[src/rtl/cgol_pkg.sv]
// Shared types and constants for the Game of Life generation sequencer.
//   seq_state_t : sequencer FSM states
//   wd_sel_t    : register-file write-data mux select
//   CGOL_ROWS / CGOL_REGBITS : default grid height and row address width
package cgol_pkg;

    localparam int CGOL_ROWS    = 8;
    localparam int CGOL_REGBITS = $clog2(CGOL_ROWS);

    typedef enum logic [2:0] {
        SEED,
        IDLE,
        COMPUTE,
        COPY,
        DISPLAY
    } seq_state_t;

    typedef enum logic [1:0] {
        WD_NEXT,
        WD_CUR,
        WD_LOAD
    } wd_sel_t;

endpackage

[src/rtl/cgol_gen_sequencer_if.sv]
// Register-file and pattern-load port of the generation sequencer.
//   master (sequencer): drives addr, cur_we, prev_we, wd_sel, load_ready;
//                       receives load_valid, load_row.
//   slave (datapath / load source): the mirror image.
interface cgol_gen_sequencer_if #(
    parameter int REGBITS = cgol_pkg::CGOL_REGBITS
);
    import cgol_pkg::*;

    logic               load_valid;
    logic [REGBITS-1:0] load_row;
    logic               load_ready;
    logic [REGBITS-1:0] addr;
    logic               cur_we;
    logic               prev_we;
    wd_sel_t            wd_sel;

    modport master (
        input  load_valid, load_row,
        output load_ready, addr, cur_we, prev_we, wd_sel
    );

    modport slave (
        output load_valid, load_row,
        input  load_ready, addr, cur_we, prev_we, wd_sel
    );

endinterface

[src/rtl/cgol_frame_timer.sv]
// Row counter with a frame counter behind it; times every sweep and the display hold.
//   ph1        : clock (state advances on rising edge)
//   clear      : synchronous clear of both counters, dominates enable
//   enable     : advance one row
//   row        : current row index 0..ROWS-1
//   last_row   : row == ROWS-1
//   last_frame : frame == FRAMES-1
module cgol_frame_timer #(
    parameter int ROWS    = 8,
    parameter int REGBITS = 3,
    parameter int FRAMES  = 64
) (
    input  logic               ph1,
    input  logic               clear,
    input  logic               enable,
    output logic [REGBITS-1:0] row,
    output logic               last_row,
    output logic               last_frame
);
    localparam int FBITS = (FRAMES > 1) ? $clog2(FRAMES) : 1;

    logic [FBITS-1:0] frame;

    assign last_row   = (row == REGBITS'(ROWS - 1));
    assign last_frame = (frame == FBITS'(FRAMES - 1));

    always_ff @(posedge ph1) begin
        if (clear) begin
            row   <= '0;
            frame <= '0;
        end else if (enable) begin
            if (last_row) begin
                row   <= '0;
                frame <= last_frame ? '0 : frame + FBITS'(1);
            end else begin
                row <= row + REGBITS'(1);
            end
        end
    end

endmodule

[src/rtl/cgol_gen_sequencer.sv]
// Generation scheduler for the 8x8 Game of Life datapath.
//   ph1, ph2        : two-phase clock; flops update on the rising edge of ph1
//   reset           : synchronous, active-low
//   run, step       : continuous run level / single-generation request (edge detected)
//   bus (master)    : load handshake, shared row address, write enables, write-data select
//   disp_addr/en    : display row scan and LED row enable
//   busy            : COMPUTE or COPY in progress
//   gen_done        : one-cycle pulse at the last COPY row
//   gen_count       : completed generations, wraps
//
// state   | meaning
// SEED    | copy preset cur rows into prev, once after reset
// IDLE    | display scan, accept pattern loads, wait for run/step
// COMPUTE | sweep prev -> decoder -> cur
// COPY    | sweep cur -> prev, count the generation
// DISPLAY | hold FRAMES_PER_GEN full scans before the next decision
module cgol_gen_sequencer
    import cgol_pkg::*;
#(
    parameter int ROWS           = CGOL_ROWS,
    parameter int REGBITS        = CGOL_REGBITS,
    parameter int FRAMES_PER_GEN = 64,
    parameter int GEN_W          = 16
) (
    input  logic                ph1,
    input  logic                ph2,
    input  logic                reset,
    input  logic                run,
    input  logic                step,
    cgol_gen_sequencer_if.master bus,
    output logic [REGBITS-1:0]  disp_addr,
    output logic                disp_en,
    output logic                busy,
    output logic                gen_done,
    output logic [GEN_W-1:0]    gen_count
);
    // Flops are modelled edge-triggered on ph1; the ph2 master phase is implicit.
    logic unused_ph2;
    assign unused_ph2 = ph2;

    seq_state_t         state_q, state_d;
    logic               step_q, pending_q, pending_d;
    logic               step_edge, load_fire;
    logic               tmr_clear, tmr_clear_any;
    logic [REGBITS-1:0] row;
    logic               last_row, last_frame;

    logic [REGBITS-1:0] addr_d, disp_addr_d;
    logic               cur_we_d, prev_we_d, disp_en_d, busy_d, gen_done_d;
    wd_sel_t            wd_sel_d;

    assign bus.load_ready = (state_q == IDLE);
    assign load_fire      = bus.load_valid & bus.load_ready;
    assign step_edge      = step & ~step_q;
    assign tmr_clear_any  = tmr_clear | ~reset;

    cgol_frame_timer #(
        .ROWS    (ROWS),
        .REGBITS (REGBITS),
        .FRAMES  (FRAMES_PER_GEN)
    ) u_timer (
        .ph1        (ph1),
        .clear      (tmr_clear_any),
        .enable     (1'b1),
        .row        (row),
        .last_row   (last_row),
        .last_frame (last_frame)
    );

    always_ff @(posedge ph1) begin
        if (!reset) begin
            state_q   <= SEED;
            step_q    <= 1'b0;
            pending_q <= 1'b0;
        end else begin
            state_q   <= state_d;
            step_q    <= step;
            pending_q <= pending_d;
        end
    end

    // Every state change restarts the timer, so each phase begins at row 0 / frame 0.
    // The IDLE scan simply continues from row 0 after SEED or DISPLAY.
    always_comb begin
        state_d     = state_q;
        pending_d   = pending_q;
        tmr_clear   = 1'b0;
        addr_d      = '0;
        cur_we_d    = 1'b0;
        prev_we_d   = 1'b0;
        wd_sel_d    = WD_NEXT;
        disp_addr_d = '0;
        disp_en_d   = 1'b0;
        busy_d      = 1'b0;
        gen_done_d  = 1'b0;
        case (state_q)
            SEED: begin
                addr_d    = row;
                wd_sel_d  = WD_CUR;
                prev_we_d = 1'b1;
                if (last_row) begin
                    state_d   = IDLE;
                    tmr_clear = 1'b1;
                end
            end
            IDLE: begin
                disp_en_d   = 1'b1;
                disp_addr_d = row;
                if (load_fire) begin
                    addr_d    = bus.load_row;
                    wd_sel_d  = WD_LOAD;
                    cur_we_d  = 1'b1;
                    prev_we_d = 1'b1;
                    if (step_edge) pending_d = 1'b1;
                end else if (run | step_edge | pending_q) begin
                    state_d   = COMPUTE;
                    pending_d = 1'b0;
                    tmr_clear = 1'b1;
                end
            end
            COMPUTE: begin
                addr_d   = row;
                wd_sel_d = WD_NEXT;
                cur_we_d = 1'b1;
                busy_d   = 1'b1;
                if (last_row) begin
                    state_d   = COPY;
                    tmr_clear = 1'b1;
                end
            end
            COPY: begin
                addr_d    = row;
                wd_sel_d  = WD_CUR;
                prev_we_d = 1'b1;
                busy_d    = 1'b1;
                if (last_row) begin
                    gen_done_d = 1'b1;
                    state_d    = DISPLAY;
                    tmr_clear  = 1'b1;
                end
            end
            DISPLAY: begin
                disp_en_d   = 1'b1;
                disp_addr_d = row;
                if (last_row && last_frame) begin
                    state_d   = run ? COMPUTE : IDLE;
                    tmr_clear = 1'b1;
                end
            end
            default: begin
                state_d   = SEED;
                tmr_clear = 1'b1;
            end
        endcase
    end

    always_ff @(posedge ph1) begin
        if (!reset) begin
            bus.addr    <= '0;
            bus.cur_we  <= 1'b0;
            bus.prev_we <= 1'b0;
            bus.wd_sel  <= WD_NEXT;
            disp_addr   <= '0;
            disp_en     <= 1'b0;
            busy        <= 1'b0;
            gen_done    <= 1'b0;
            gen_count   <= '0;
        end else begin
            bus.addr    <= addr_d;
            bus.cur_we  <= cur_we_d;
            bus.prev_we <= prev_we_d;
            bus.wd_sel  <= wd_sel_d;
            disp_addr   <= disp_addr_d;
            disp_en     <= disp_en_d;
            busy        <= busy_d;
            gen_done    <= gen_done_d;
            if (gen_done_d) gen_count <= gen_count + GEN_W'(1);
        end
    end

endmodule
[src/flat_wrapper.sv]
// flat-port wrapper written by rule: the top's interface ports become plain ports
module cgol_gen_sequencer_flat import cgol_pkg::*;
#(
    parameter int ROWS           = CGOL_ROWS,
    parameter int REGBITS        = CGOL_REGBITS,
    parameter int FRAMES_PER_GEN = 64,
    parameter int GEN_W          = 16
)
  (ph1, ph2, reset, run, step, disp_addr, disp_en, busy, gen_done, gen_count, bus_load_valid, bus_load_row, bus_load_ready, bus_addr, bus_cur_we, bus_prev_we, bus_wd_sel);
  cgol_gen_sequencer_if #(.REGBITS(REGBITS)) bus_i ();
  input  logic ph1;
  input  logic ph2;
  input  logic reset;
  input  logic run;
  input  logic step;
  output logic [REGBITS-1:0] disp_addr;
  output logic disp_en;
  output logic busy;
  output logic gen_done;
  output logic [GEN_W-1:0] gen_count;
  input wire logic [$bits(bus_i.load_valid)-1:0] bus_load_valid;
  input wire logic [$bits(bus_i.load_row)-1:0] bus_load_row;
  output wire logic [$bits(bus_i.load_ready)-1:0] bus_load_ready;
  output wire logic [$bits(bus_i.addr)-1:0] bus_addr;
  output wire logic [$bits(bus_i.cur_we)-1:0] bus_cur_we;
  output wire logic [$bits(bus_i.prev_we)-1:0] bus_prev_we;
  output wire logic [$bits(bus_i.wd_sel)-1:0] bus_wd_sel;
  assign bus_i.load_valid = bus_load_valid;
  assign bus_i.load_row = bus_load_row;
  assign bus_load_ready = bus_i.load_ready;
  assign bus_addr = bus_i.addr;
  assign bus_cur_we = bus_i.cur_we;
  assign bus_prev_we = bus_i.prev_we;
  assign bus_wd_sel = bus_i.wd_sel;
  cgol_gen_sequencer #(.ROWS(ROWS), .REGBITS(REGBITS), .FRAMES_PER_GEN(FRAMES_PER_GEN), .GEN_W(GEN_W)) u_core (.ph1(ph1), .ph2(ph2), .reset(reset), .run(run), .step(step), .bus(bus_i), .disp_addr(disp_addr), .disp_en(disp_en), .busy(busy), .gen_done(gen_done), .gen_count(gen_count));
endmodule
[config.mk]
export PLATFORM = sky130hd
export DESIGN_NAME = cgol_gen_sequencer_flat
export DESIGN_NICKNAME = d
export VERILOG_FILES = /design/src/rtl/cgol_pkg.sv /design/src/rtl/cgol_gen_sequencer_if.sv /design/src/rtl/cgol_frame_timer.sv /design/src/rtl/cgol_gen_sequencer.sv /design/src/flat_wrapper.sv
export SDC_FILE = /design/constraint.sdc
export NUM_CORES = 1
export LEC_CHECK = 0
export ABC_AREA = 1
export BUFFER_PORTS_ARGS = -buffer_cell sky130_fd_sc_hd__buf_4
export CORE_ASPECT_RATIO = 1.5
export CORE_UTILIZATION = 45
export CTS_CLUSTER_SIZE = 16
export DETAILED_ROUTE_END_ITERATION = 16
export HOLD_SLACK_MARGIN = 0.05
export PLACE_DENSITY_LB_ADDON = 0.15
export SYNTH_ARGS = -nofsm -noshare
export SYNTH_HDL_FRONTEND = slang
export SYNTH_SLANG_ARGS = --single-unit
[constraint.sdc]
create_clock -name ph1 -period 3.09 [get_ports ph1]
set_input_delay 0.618 -clock ph1 [delete_from_list [all_inputs] [get_ports ph1]]
set_output_delay 0.618 -clock ph1 [all_outputs]
set_load 0.005 [all_outputs]
== Word level (Yosys, flattened, before mapping) ==
Cells that the tools add are included.

* Register bits after elaboration: 43
* Output and inout port bits: 30
* Input bits: 9
* Logic and storage cells: 75

* Add/subtract/negate cells: 3
* Reductions and logical operators: 11
* Multiplexer cells: 27
* Eq/ne operators: 13
* Bitwise operators: 7

{| class="wikitable"
|+ Operators with widths
! kind !! count
|-
| $mux W3 || 7
|-
| $add A16 B1 Y16 const B || 1
|-
| $pmux W3 S5 || 1
|-
| $mux W1 || 11
|-
| $ne A2 B1 Y1 const B || 5
|-
| $reduce_or A2 Y1 || 4
|-
| $add A6 B1 Y6 const B || 1
|-
| $eq A3 B2 Y1 const B || 2
|-
| $eq A3 B3 Y1 const B || 2
|-
| $eq A6 B6 Y1 const B || 1
|-
| $mux W6 || 1
|-
| $pmux W3 S2 || 1
|-
| $reduce_and A6 Y1 || 1
|-
| $mux W2 || 2
|-
| $ne A2 B2 Y1 const B || 2
|-
| $pmux W1 S2 || 2
|-
| $pmux W2 S2 || 1
|-
| $add A3 B1 Y3 const B || 1
|-
| $eq A3 B1 Y1 const B || 1
|-
| $logic_not A3 Y1 || 1
|-
| $or A1 B1 Y1 || 3
|-
| $pmux W1 S3 || 1
|-
| $reduce_and A3 Y1 || 1
|-
| $reduce_or A3 Y1 || 1
|-
| other kinds (5) || 7
|}

== Depth between registers and ports, before layout ==
Gate-level depths: netlist of run 1.

* Depth in word-level cells: 9
* Gate-level depth with buffers: 11

== By module ==
Synthesis of run 1 repeated with hierarchy kept, for this count alone.

* Cell total of the unflattened synthesis: 285
* Area, all modules: 1958.1 µm²

{| class="wikitable"
|+ Modules (own cells, without submodules)
! module !! area each (µm²) !! instances !! sequential area each (µm²) !! cells an instance
|-
| cgol_gen_sequencer || 1521.5 || 1 || 680.7 || 221
|-
| cgol_frame_timer || 436.7 || 1 || 180.2 || 64
|}

== Worst setup path before layout of run 1 ==
No wires, ideal clock.

* Path kind: register to register
* From: register u_core.u_timer.row[0]
* To: register u_core.gen_count[4]
* Period minus slack after synthesis: 1514 ps
* Arrival time: 1394 ps
* Path buffers: 1
* Cell stages (with the launch flop): 9
* Setup time: 119 ps
* Slack: 1576 ps
* Cell sequence: dfxtp_1 > ha_1 > ha_1 > buf_4 > nand4_4 > nor2_1 > nand2_1 > o21ai_0 > a21oi_1

* Longest elaborated chain between the ends: 3

{| class="wikitable"
|+ RTL lines
! item !! line !! source
|-
| from (decl) || cgol_frame_timer.sv:16 || <nowiki>output logic [REGBITS-1:0] row,</nowiki>
|-
| from (signal assigned) || cgol_frame_timer.sv:36 || <nowiki>row <= row + REGBITS'(1);</nowiki>
|-
| $eq A3 B3 Y1 || cgol_frame_timer.sv:24 || <nowiki>assign last_row = (row == REGBITS'(ROWS - 1));</nowiki>
|-
| $mux W1 || cgol_gen_sequencer.sv:136 || <nowiki>if (last_row) begin</nowiki>
|-
| $mux W1 || cgol_gen_sequencer.sv:96 || <nowiki>case (state_q)</nowiki>
|-
| to (signal assigned) || cgol_gen_sequencer.sv:177 || <nowiki>if (gen_done_d) gen_count <= gen_count + GEN_W'(1);</nowiki>
|-
| to (decl) || cgol_gen_sequencer.sv:35 || <nowiki>output logic [GEN_W-1:0] gen_count</nowiki>
|}

Every way passes these cells.
A chain may end at the register's enable or synchronous reset.

== Worst setup path in the final report of run 1 ==
* From: register u_core.u_timer.row[0]
* To: register u_core.gen_count[14]

The elaborated chain is that of the path after synthesis.

==> results of run 1 <==
==> Yosys cell counts, types with 2 or more instances <==
master	instances
sky130_fd_sc_hd__inv_2	2
sky130_fd_sc_hd__nor2_4	4
sky130_fd_sc_hd__nand4_1	10
sky130_fd_sc_hd__a21oi_1	15
sky130_fd_sc_hd__nand2_1	56
sky130_fd_sc_hd__nand3_2	2
sky130_fd_sc_hd__o21ai_0	7
sky130_fd_sc_hd__ha_1	4
sky130_fd_sc_hd__xor2_1	3
sky130_fd_sc_hd__dfxtp_1	43
sky130_fd_sc_hd__nor3_1	5
sky130_fd_sc_hd__inv_1	41
sky130_fd_sc_hd__nand3_1	13
sky130_fd_sc_hd__a21oi_2	4
sky130_fd_sc_hd__nand3_4	2
sky130_fd_sc_hd__nand2_2	5
sky130_fd_sc_hd__buf_4	2
sky130_fd_sc_hd__nor2_1	39
sky130_fd_sc_hd__o21a_1	2
==> power by group through the flow <==
stage	clock network [mW]	registers, mW	logic (mW)
3_5_place_dp	0	0.606	0.128
5_1_grt	0.460	0.596	0.143
2_1_floorplan	0	0.601	0.0907
3_3_place_gp	0	0.606	0.126
6_report	0.424	0.593	0.126
4_1_cts	0.436	0.593	0.128
==> cell usage in the layout, fill, tap and decap left out <==
cell type / n
sky130_fd_sc_hd__o21a_1: 2
sky130_fd_sc_hd__inv_1: 41
sky130_fd_sc_hd__dfxtp_1: 43
sky130_fd_sc_hd__xnor2_1: 1
sky130_fd_sc_hd__nand2_2: 5
sky130_fd_sc_hd__nor3_2: 1
sky130_fd_sc_hd__buf_4: 37
sky130_fd_sc_hd__nor2_2: 1
sky130_fd_sc_hd__o211ai_1: 1
sky130_fd_sc_hd__bufinv_16: 1
sky130_fd_sc_hd__clkbuf_8: 5
sky130_fd_sc_hd__nand3_1: 13
sky130_fd_sc_hd__nand4_1: 10
sky130_fd_sc_hd__xor2_1: 3
sky130_fd_sc_hd__clkbuf_1: 1
sky130_fd_sc_hd__inv_2: 2
sky130_fd_sc_hd__nand3_2: 2
sky130_fd_sc_hd__nand2_1: 56
sky130_fd_sc_hd__nor2_1: 39
sky130_fd_sc_hd__nor2_8: 1
sky130_fd_sc_hd__nor3_1: 5
sky130_fd_sc_hd__or2_2: 1
sky130_fd_sc_hd__nor2_4: 4
sky130_fd_sc_hd__nand3_4: 2
sky130_fd_sc_hd__a21oi_1: 15
sky130_fd_sc_hd__ha_1: 4
sky130_fd_sc_hd__nand4_4: 1
sky130_fd_sc_hd__o21ai_0: 7
sky130_fd_sc_hd__a21oi_2: 4
==> layout make-up <==
cell class,count,area share
sequential,43,0.356
timing repair buffer,37,0.115
clock buffer,6,0.0300
tap,46,0.0238
multi-input combinational,178,0.396
inverter,43,0.0668
clock inverter,1,0.0124
==> routing by layer <==
metal | share of wire | track usage
met5 | 0 | 0
met4 | 0.014 | 0.0614
met3 | 0.028 | 0.0419
met2 | 0.55 | 0.338
met1 | 0.41 | 0.178
==> worst reg2reg max path, delay by kind of cell (launching register included) <==
| family | cells | cell delay [ns] |
|---|---|---|
| flip-flops | 1 | 0.38 |
| adder cells (fa/ha/maj) | 2 | 0.59 |
| buffers and inverters | 1 | 0.25 |
| AND/OR/NAND/NOR | 6 | 0.63 |
==> worst paths after layout <==
| check | endpoint | cells after the start | startpoint |
|---|---|---|---|
| setup reg to reg | u_core.gen_count[14] | 9 | u_core.u_timer.row[0] |
| hold / removal | u_core.disp_addr[2] | 2 | u_core.u_timer.row[2] |
| hold reg to reg | u_core.disp_addr[2] | 2 | u_core.u_timer.row[2] |
| setup / recovery | u_core.gen_count[14] | 9 | u_core.u_timer.row[0] |
==> state kept, by name, indices dropped and copies added (netlist names) <==
name,flops
u_core.disp_en,1
u_core.step_q,1
u_core.busy,1
u_core.gen_done,1
u_core.bus.prev_we,1
u_core.bus.cur_we,1
u_core.u_timer.row,3
u_core.disp_addr,3
u_core.state_q,3
u_core.pending_q,1
u_core.bus.addr,3
u_core.bus.wd_sel,2
u_core.gen_count,16
u_core.u_timer.frame,6
==> per-stage QoR <==
stage / setup WS [ns] / area, um2 / hold WS (ns)
floorplan: 1.58 / 2020 / 0.425
global placement: 1.14 / 2310 / 0.433
detailed placement: 1.12 / 2310 / 0.440
CTS: 1.12 / 2420 / 0.446
global route: 0.990 / 2420 / 0.475
finish: 1.15 / 2420 / 0.450
==> kinds of logic (layout without fill, tap and decap cells) <==
logic type / after synthesis / after routing / share of synthesized area
AOI/OAI and AO/OA: 29 / 29 / 0.0831
adders and majority gates: 4 / 4 / 0.0248
buffers and inverters: 48 / 87 / 0.0986
DFF: 43 / 43 / 0.427
xor gates and xnor gates: 4 / 4 / 0.0174
and+or+nand+nor: 141 / 141 / 0.349
==> metrics, run 1 <==
main area contributors after synthesis sky130_fd_sc_hd__dfxtp_1 (43%), sky130_fd_sc_hd__nand2_1 (10%), sky130_fd_sc_hd__inv_1 (7.6%), sky130_fd_sc_hd__nor2_1 (7.3%), sky130_fd_sc_hd__a21oi_1 (3.7%); post-synthesis cell count 269; TritonCTS clock tree built; DPL Wire Length just under 3000 um; gate family responsible for the most delay along the worst path simple AND/OR/NAND/NOR gates; clock root cell sky130_fd_sc_hd__clkbuf_8; IO Port Bufs 37; post-synthesis net count 282; kind of critical path flop to flop; remaining antenna violation count after routing 0; final max-slew violation count 0; number of max-cap violations 0; Flop pwr share 0.519; Post-Route Skew 0.00632 ns; Rows 29; Distinct cells, synth 29; overall power of the completed layout 1.14 mW; first-pass detailed-route iteration total 10; power spent charging and discharging nets approximately 0.28 mW; endpoint arrival time on the critical path ~2.1 ns; Die W approximately 57 um; fraction of final layout cells sized beyond drive strength 1 0.218; Max transition margin 0.708; clock-pin slew on the worst setup and hold paths 0.08 ns; Peak supply drop approximately 0.24 mV; count of hold-fix buffers inserted at cts 0; utilization of the core after routing 0.565; unrepaired setup endpoints after global routing false; via count normalized by instance count 4.92; share of flip-flops with an asynchronous set or reset 0; CTS HTree Levels 2; clock buffer count from CTS 5; overall via count from detail_route between 1500 and 2000; FMAX 516 MHz; combined global-route utilization of all metal layers 0.176; number of sinks handled by clock tree synthesis 43; number of enable flip-flop cells after synthesis 0; number of antenna violations at the first check in global routing 0; FF-to-FF setup slack 1.15 ns; multi-input gate area in the final layout 957 um2; Iteration-0 DRC Markers 37; final net count 321; worst min-delay path class flop to flop; number of design rule violations left after detail routing 4; total wirelength of the detailed-routed design 3870 um; area overhead of the layout relative to synthesis 19.9%; GPL Wtd Cong between 0.8 and 0.9; Seq/Total Area, Yosys 0.427; yosys warns 0; combinational group share of total power 0.110; Final Hold Violating Endpoints 0; placeable core region 4280 um2; data required time at the worst endpoint 3.29 ns; switching share of power 0.241; Internal 0.867 mW; final setup vio count 0; Primary FF master, synth sky130_fd_sc_hd__dfxtp_1; gr ovfl total 0; slew of the pin with the lowest slew margin 0.438 ns; Crit. End Element flop; placed cell count 347; Clock Power Share 0.371; maximum buffer depth of the clock tree 2; register area 861 um2; area share of the largest cell type after synthesis 0.427; overall die area roughly 4800 um2; startpoint kind of the worst setup timing path flop; violations in the final reports DRC; Crit Path Max Fanout 10; Fin Setup TNS 0 ns; worst-skew pair later-pin latency ~0.29 ns; number of antenna diodes 0; via count of the first global-routing pass ~1600; Yosys reg bits between 40 and 50; count of pins on the block boundary 39; Final Instance Count excl. Fillers 354; crit path buf inv count 1; cells resized by post-CTS repair 0; Slowest-stage cell, CP sky130_fd_sc_hd__ha_1; Max stage delay on crit path 0.42 ns; pin count of the biggest net entering global routing 21; leakage power 1.06 nW; die height about 84 um; routed length per placed instance 10.9 um; count of buffers added by post-CTS timing repair for setup 0; per-instance average area after synthesis 7.50 um2; Final min period between 1.5 and 2 ns; cell area power density about 470 nW/um2; Synth area leader sky130_fd_sc_hd__dfxtp_1; number of inserted filler cells in the final layout 433; cell area after synthesis between 2000 and 2500 um2; status finished with violations; cells along the critical path ha_1 -> ha_1 -> inv_1 -> nor2_4 -> nand2_2 -> nor2_4 -> nand3_1 -> nand2_1 -> nor2_1; fin crit share 0.628; initial core utilization 0.471; wire length of the first global-routing pass roughly 6600 um
Power figures use the tool's default switching activity.
==> run 2, diff against run 1 <==
==> constraint.sdc (replaced) <==
create_clock -name ph1 -period 1.9 [get_ports ph1]
set_input_delay 0.38 -clock ph1 [delete_from_list [all_inputs] [get_ports ph1]]
set_output_delay 0.38 -clock ph1 [all_outputs]
set_load 0.005 [all_outputs]
==> metrics, run 2 (synthesized netlist as in run 1, its figures left out) <==
fraction of final layout cells sized beyond drive strength 1 0.220 (+0.00253); combined global-route utilization of all metal layers 0.171 (-0.00452); number of antenna violations at the first check in global routing 0 (unchanged); first-pass detailed-route iteration total 10 (unchanged); cells resized by post-CTS repair 0 (unchanged); number of sinks handled by clock tree synthesis 43 (unchanged); register area 861 um2 (unchanged); routed length per placed instance 10.8 um (-1.1%); commonest cells after routing, fill and taps aside sky130_fd_sc_hd__nand2_1 (56), sky130_fd_sc_hd__dfxtp_1 (43), sky130_fd_sc_hd__inv_1 (41), sky130_fd_sc_hd__nor2_1 (39), sky130_fd_sc_hd__buf_4 (38); number of design rule violations left after detail routing 4 (unchanged); registers with the most flip-flops u_core.gen_count x16, u_core.u_timer.frame x6; remaining antenna violation count after routing 0 (unchanged); via count of the first global-routing pass 1525 (-4.8%); data required time at the worst endpoint 2.11 ns (-1.18 ns); Rows 29 (unchanged); Max transition margin 0.723 (+0.0149); IO Port Bufs 37 (unchanged); final design instance area without fill 2420 um2 (+0.31%); smallest setup slack after layout 0.176 ns (-0.974 ns); count of pins on the block boundary 39 (unchanged); Final min period 1.72 ns (-0.216 ns); area overhead of the layout relative to synthesis 20.2%; final max-slew violation count 0 (unchanged); count of hold-fix buffers inserted at cts 0 (unchanged); final setup vio count 0 (unchanged); kind of critical path flop to flop; wire length of the first global-routing pass 6200 um (-5.7%); cells along the critical path ha_1 -> ha_1 -> inv_1 -> nor2_4 -> nand2_2 -> nor2_4 -> nand3_1 -> nand2_1 -> nor2_1; cell area power density 766 nW/um2 (+62%); Max stage delay on crit path 0.38 ns (-0.04 ns); Flop pwr share 0.519 (about the same); Crit Path Max Fanout 6 (-4); power spent charging and discharging nets 0.447 mW (+62%); combinational group share of total power 0.110 (about the same); most common cell after layout, fill and taps aside sky130_fd_sc_hd__nand2_1; overall die area 4760 um2 (unchanged); via count normalized by instance count 4.88 (-0.68%); number of inserted filler cells in the final layout 420 (-3.0%); Slowest-stage cell, CP sky130_fd_sc_hd__dfxtp_1; FMAX 580 MHz (+13%); Final Hold Violating Endpoints 0 (unchanged); violations in the final reports DRC; Crit. End Element flop; die height 84.0 um (unchanged); pin count of the biggest net entering global routing 21 (unchanged); startpoint kind of the worst setup timing path flop; number of antenna diodes 0 (unchanged); Placement Setup Slack 0.171 ns (-0.952 ns); maximum buffer depth of the clock tree 2 (unchanged); final net count 322 (+0.31%); DPL Wire Length 2920 um (-1.3%); TritonCTS clock tree built; number of max-cap violations 0 (unchanged); Peak supply drop 0.465 mV (+93%); leakage power 1.07 nW (+0.51%); overall power of the completed layout 1.86 mW (+63%); most flop-heavy register u_core.gen_count; Internal 1.41 mW (+63%); clock buffer count from CTS 5 (unchanged); total wirelength of the detailed-routed design 3840 um (-0.78%); placeable core region 4280 um2 (unchanged); gr ovfl total 0 (unchanged); clock root cell sky130_fd_sc_hd__clkbuf_8; CTS HTree Levels 2 (unchanged); Crit Reg-Reg Startpoint u_core.u_timer.row[0]; endpoint arrival time on the critical path 1.93 ns (-0.21 ns); unrepaired setup endpoints after global routing false; worst-skew pair later-pin latency 0.30 ns (about the same); multi-input gate area in the final layout 957 um2 (unchanged); Die W 56.7 um (unchanged); overall via count from detail_route 1733 (-0.40%); Hold Startpoint step; initial core utilization 0.471 (unchanged); slew of the pin with the lowest slew margin 0.415 ns (-0.0230 ns); number of flip-flops under the largest register name 16 (unchanged); fin crit share 0.907 (+0.280); Clock Power Share 0.371 (about the same); status finished with violations; count of buffers added by post-CTS timing repair for setup 0 (unchanged); Critical path origin u_core.u_timer.row[0]; Fin Setup TNS 0 ns (unchanged); clock-pin slew on the worst setup and hold paths 0.08 ns (about the same); Iteration-0 DRC Markers 50 (+35%); GPL Wtd Cong 0.838 (+0.78%); worst min-delay path class input pin to flop; switching share of power 0.241 (-0.000572); Post-Route Skew 0.00944 ns (+0.00312 ns); placed cell areas 2320 um2 (+0.32%)
## run 2: changes by cell type in the layout (fill, tap and decap cells not counted), sizes merged
cell  previous run  this run
buf             37        38
## run 2: critical path, delay by kind of cell (launching register included)
| family | cells | cell delay [ns] |
|---|---|---|
| fa+ha+maj | 2 | 0.44 |
| buf+inv | 1 | 0.19 |
| flops | 1 | 0.38 |
| simple gates | 6 | 0.61 |
## run 2: area by class of cell
class | count | share of cell area
tap | 46 | 0.0237
inverter | 43 | 0.0666
multi-input combinational | 178 | 0.395
timing repair buffer | 38 | 0.118
clock inverter | 1 | 0.0124
sequential | 43 | 0.355
clock buffer | 6 | 0.0299
## run 2: power by group through the flow
stage          Combinational, mW  Clock [mW]  Sequential (mW)
2_1_floorplan              0.148           0            0.977
3_3_place_gp               0.205           0            0.985
3_5_place_dp               0.208           0            0.986
4_1_cts                    0.208       0.706            0.964
5_1_grt                    0.233       0.743            0.968
6_report                   0.205       0.689            0.964
## run 2: metrics by stage
| step | utilization | instances | hold WS (ns) |
|---|---|---|---|
| 2_1_floorplan | - | 269 | 0.425 |
| 3_3_place_gp | 0.542 | 348 | 0.433 |
| 3_5_place_dp | 0.542 | 348 | 0.440 |
| 4_1_cts | 0.566 | 355 | 0.278 |
| 5_1_grt | 0.566 | 355 | 0.279 |
| 6_report | 0.566 | 355 | 0.285 |
## run 2: routing by layer
layer,vias to the layer above,track usage,wire length [um]
li1,929,-,-
met1,771,0.160,1530
met2,27,0.326,2140
met3,6,0.0419,98
met4,0,0.0955,70
met5,-,0,0
## run 2: path summary, 6_finish.rpt
path / to / slack (ns) / cells after the start
max: u_core.gen_count[12] / 0.18 / 9
min: u_core.step_q / 0.28 / 3
max reg2reg: u_core.gen_count[12] / 0.18 / 9
min reg2reg: u_core.disp_addr[1] / 0.45 / 2
==> run 3, diff against run 2 <==
--- a/config.mk
+++ b/config.mk
@@ -13,6 +13,7 @@
 export DETAILED_ROUTE_END_ITERATION = 16
 export HOLD_SLACK_MARGIN = 0.05
 export PLACE_DENSITY_LB_ADDON = 0.15
+export SETUP_SLACK_MARGIN = 0.05
 export SYNTH_ARGS = -nofsm -noshare
 export SYNTH_HDL_FRONTEND = slang
 export SYNTH_SLANG_ARGS = --single-unit
==> constraint.sdc (replaced) <==
create_clock -name ph1 -period 2.1 [get_ports ph1]
set_input_delay 0.42 -clock ph1 [delete_from_list [all_inputs] [get_ports ph1]]
set_output_delay 0.42 -clock ph1 [all_outputs]
set_load 0.005 [all_outputs]
==> metrics, run 3 (synthesized netlist as in run 1, its figures left out) <==
unrepaired setup endpoints after global routing false; via count normalized by instance count 4.91 (+0.58%); Die W 56.7 um (unchanged); final max-slew violation count 0 (unchanged); Internal 1.16 mW (-18%); wire length of the first global-routing pass 6610 um (+6.6%); Crit Reg-Reg Startpoint u_core.u_timer.row[0]; registers with the most flip-flops u_core.gen_count x16, u_core.u_timer.frame x6; number of instances on the worst hold path 3 (unchanged); remaining antenna violation count after routing 0 (unchanged); final net count 322 (unchanged); Rows 29 (unchanged); combined global-route utilization of all metal layers 0.177 (+0.00542); smallest setup slack after layout 0.375 ns (+0.199 ns); fraction of final layout cells sized beyond drive strength 1 0.223 (+0.00252); total wirelength of the detailed-routed design 3920 um (+2.2%); worst-skew pair later-pin latency 0.29 ns (about the same); Crit. End Element flop; data required time at the worst endpoint 2.30 ns (+0.19 ns); metal2 WL 2160 um (+1.1%); placeable core region 4280 um2 (unchanged); power spent charging and discharging nets 0.416 mW (-7.0%); Post-Route Skew 0.00529 ns (-0.00415 ns); Iteration-0 DRC Markers 41 (-18%); Placement Setup Slack 0.359 ns (+0.188 ns); Final Hold Violating Endpoints 0 (unchanged); startpoint kind of the worst setup timing path flop; WL met3 98 um (unchanged); Hold Startpoint step; leakage power 1.06 nW (-0.94%); Final min period 1.72 ns (+0.000576 ns); Clock Power Share 0.329 (-0.042); GPL Wtd Cong 0.859 (+2.6%); number of flip-flops under the largest register name 16 (unchanged); maximum buffer depth of the clock tree 2 (unchanged); number of cells on the worst reg-to-reg path 9 (unchanged); count of pins on the block boundary 39 (unchanged); most common cell after layout, fill and taps aside sky130_fd_sc_hd__nand2_1; Highest Signal Layer met4; routed length per placed instance 11.0 um (+2.0%); Fin Setup TNS 0 ns (unchanged); combinational group share of total power 0.117 (+0.007); overall via count from detail_route 1748 (+0.87%); switching share of power 0.264 (+0.0232); TritonCTS clock tree built; Flop pwr share 0.554 (+0.035); DPL Wire Length 2950 um (+0.74%); FF-to-FF setup slack 0.38 ns (+0.20 ns); Crit Path Max Fanout 6 (unchanged); met1 WL 1590 um (+3.7%); number of max-cap violations 0 (unchanged); worst min-delay path class input pin to flop; pin count of the biggest net entering global routing 21 (unchanged); cell area power density 655 nW/um2 (-15%); gr ovfl total 0 (unchanged); count of buffers added by post-CTS timing repair for setup 0 (unchanged); number of sinks handled by clock tree synthesis 43 (unchanged); via count of the first global-routing pass 1609 (+5.5%); area overhead of the layout relative to synthesis 19.4%; number of antenna violations at the first check in global routing 0 (unchanged); slew of the pin with the lowest slew margin 0.427 ns (+0.0123 ns); violations in the final reports DRC; FMAX 580 MHz (about the same); fin crit share 0.821 (-0.0861); cells resized by post-CTS repair 0 (unchanged); end of the worst hold path u_core.step_q; CTS HTree Levels 2 (unchanged); number of antenna diodes 0 (unchanged); commonest cells after routing, fill and taps aside sky130_fd_sc_hd__nand2_1 (56), sky130_fd_sc_hd__dfxtp_1 (43), sky130_fd_sc_hd__inv_1 (41), sky130_fd_sc_hd__nor2_1 (39), sky130_fd_sc_hd__buf_4 (38); count of hold-fix buffers inserted at cts 0 (unchanged); first-pass detailed-route iteration total 10 (unchanged); die height 84.0 um (unchanged); final setup vio count 0 (unchanged); Max transition margin 0.715 (-0.00823); number of design rule violations left after detail routing 4 (unchanged); status finished with violations; end of the worst register-to-register path u_core.gen_count[14]; clock-pin slew on the worst setup and hold paths 0.08 ns (about the same); IO Port Bufs 37 (unchanged); clock buffer count from CTS 5 (unchanged); initial core utilization 0.471 (unchanged); Critical path origin u_core.u_timer.row[0]; overall die area 4760 um2 (unchanged); most flop-heavy register u_core.gen_count; kind of critical path flop to flop; clock root cell sky130_fd_sc_hd__clkbuf_8; Peak supply drop 0.375 mV (-19%); endpoint arrival time on the critical path 1.92 ns (about the same)
==> run 3: cell types whose count changed in the layout (fill, tap and decap cells not counted) <==
cell                         before  now
sky130_fd_sc_hd__bufinv_16        1    0
sky130_fd_sc_hd__clkinv_2         0    1
sky130_fd_sc_hd__clkinvlp_4       0    1
==> run 3: how the worst max path moves through the flow <==
stage / end / slack [ns] / cells past startpoint
4_1_cts: u_core.gen_count[14] / 0.35 / 9
6_report: u_core.gen_count[14] / 0.38 / 9
3_5_place_dp: u_core.gen_count[14] / 0.36 / 9
2_1_floorplan: u_core.gen_count[4] / 0.59 / 8
3_3_place_gp: u_core.gen_count[14] / 0.40 / 9
5_1_grt: u_core.gen_count[14] / 0.13 / 10
==> run 3: metal layers <==
| metal | up-vias | track usage |
|---|---|---|
| met3 | 6 | 0.0372 |
| met2 | 22 | 0.339 |
| met1 | 794 | 0.174 |
| li1 | 926 | - |
| met5 | - | 0 |
| met4 | 0 | 0.0818 |
==> run 3: critical path: stages, from the launching register on <==
cell and delay, ns:
sky130_fd_sc_hd__dfxtp_1 0.38, sky130_fd_sc_hd__ha_1 0.17, sky130_fd_sc_hd__ha_1 0.27, sky130_fd_sc_hd__inv_1 0.19, sky130_fd_sc_hd__nor2_4 0.17, sky130_fd_sc_hd__nand2_2 0.07, sky130_fd_sc_hd__nor2_4 0.18, sky130_fd_sc_hd__nand3_1 0.09
sky130_fd_sc_hd__nand2_1 0.07, sky130_fd_sc_hd__nor2_1 0.03
==> run 3: power by group through the flow <==
stage	Combinational, mW	Sequential (mW)	Clock, mW
after floorplan	0.134	0.884	0
after global placement	0.186	0.891	0
after detailed placement	0.187	0.893	0
after CTS	0.188	0.873	0.540
after global routing	0.211	0.877	0.568
final	0.185	0.873	0.518
==> run 3: cell type report <==
| type | instances | area, um2 |
|---|---|---|
| tap | 46 | 57.6 |
| clock buffer | 6 | 72.6 |
| sequential | 43 | 861 |
| inverter | 43 | 161 |
| fill | 409 | 1870 |
| multi-input combinational | 178 | 957 |
| timing repair buffer | 38 | 285 |
| clock inverter | 2 | 12.5 |
==> run 3: through the flow <==
stage	instances	total power, mW	area (um2)	hold WS (ns)	util
finish	356	1.58	2410	0.322	0.562
global route	356	1.66	2410	0.314	0.562
CTS	356	1.60	2410	0.314	0.562
detailed placement	348	1.08	2320	0.437	0.542
global placement	348	1.08	2320	0.433	0.542
floorplan	269	1.02	2020	0.425	-
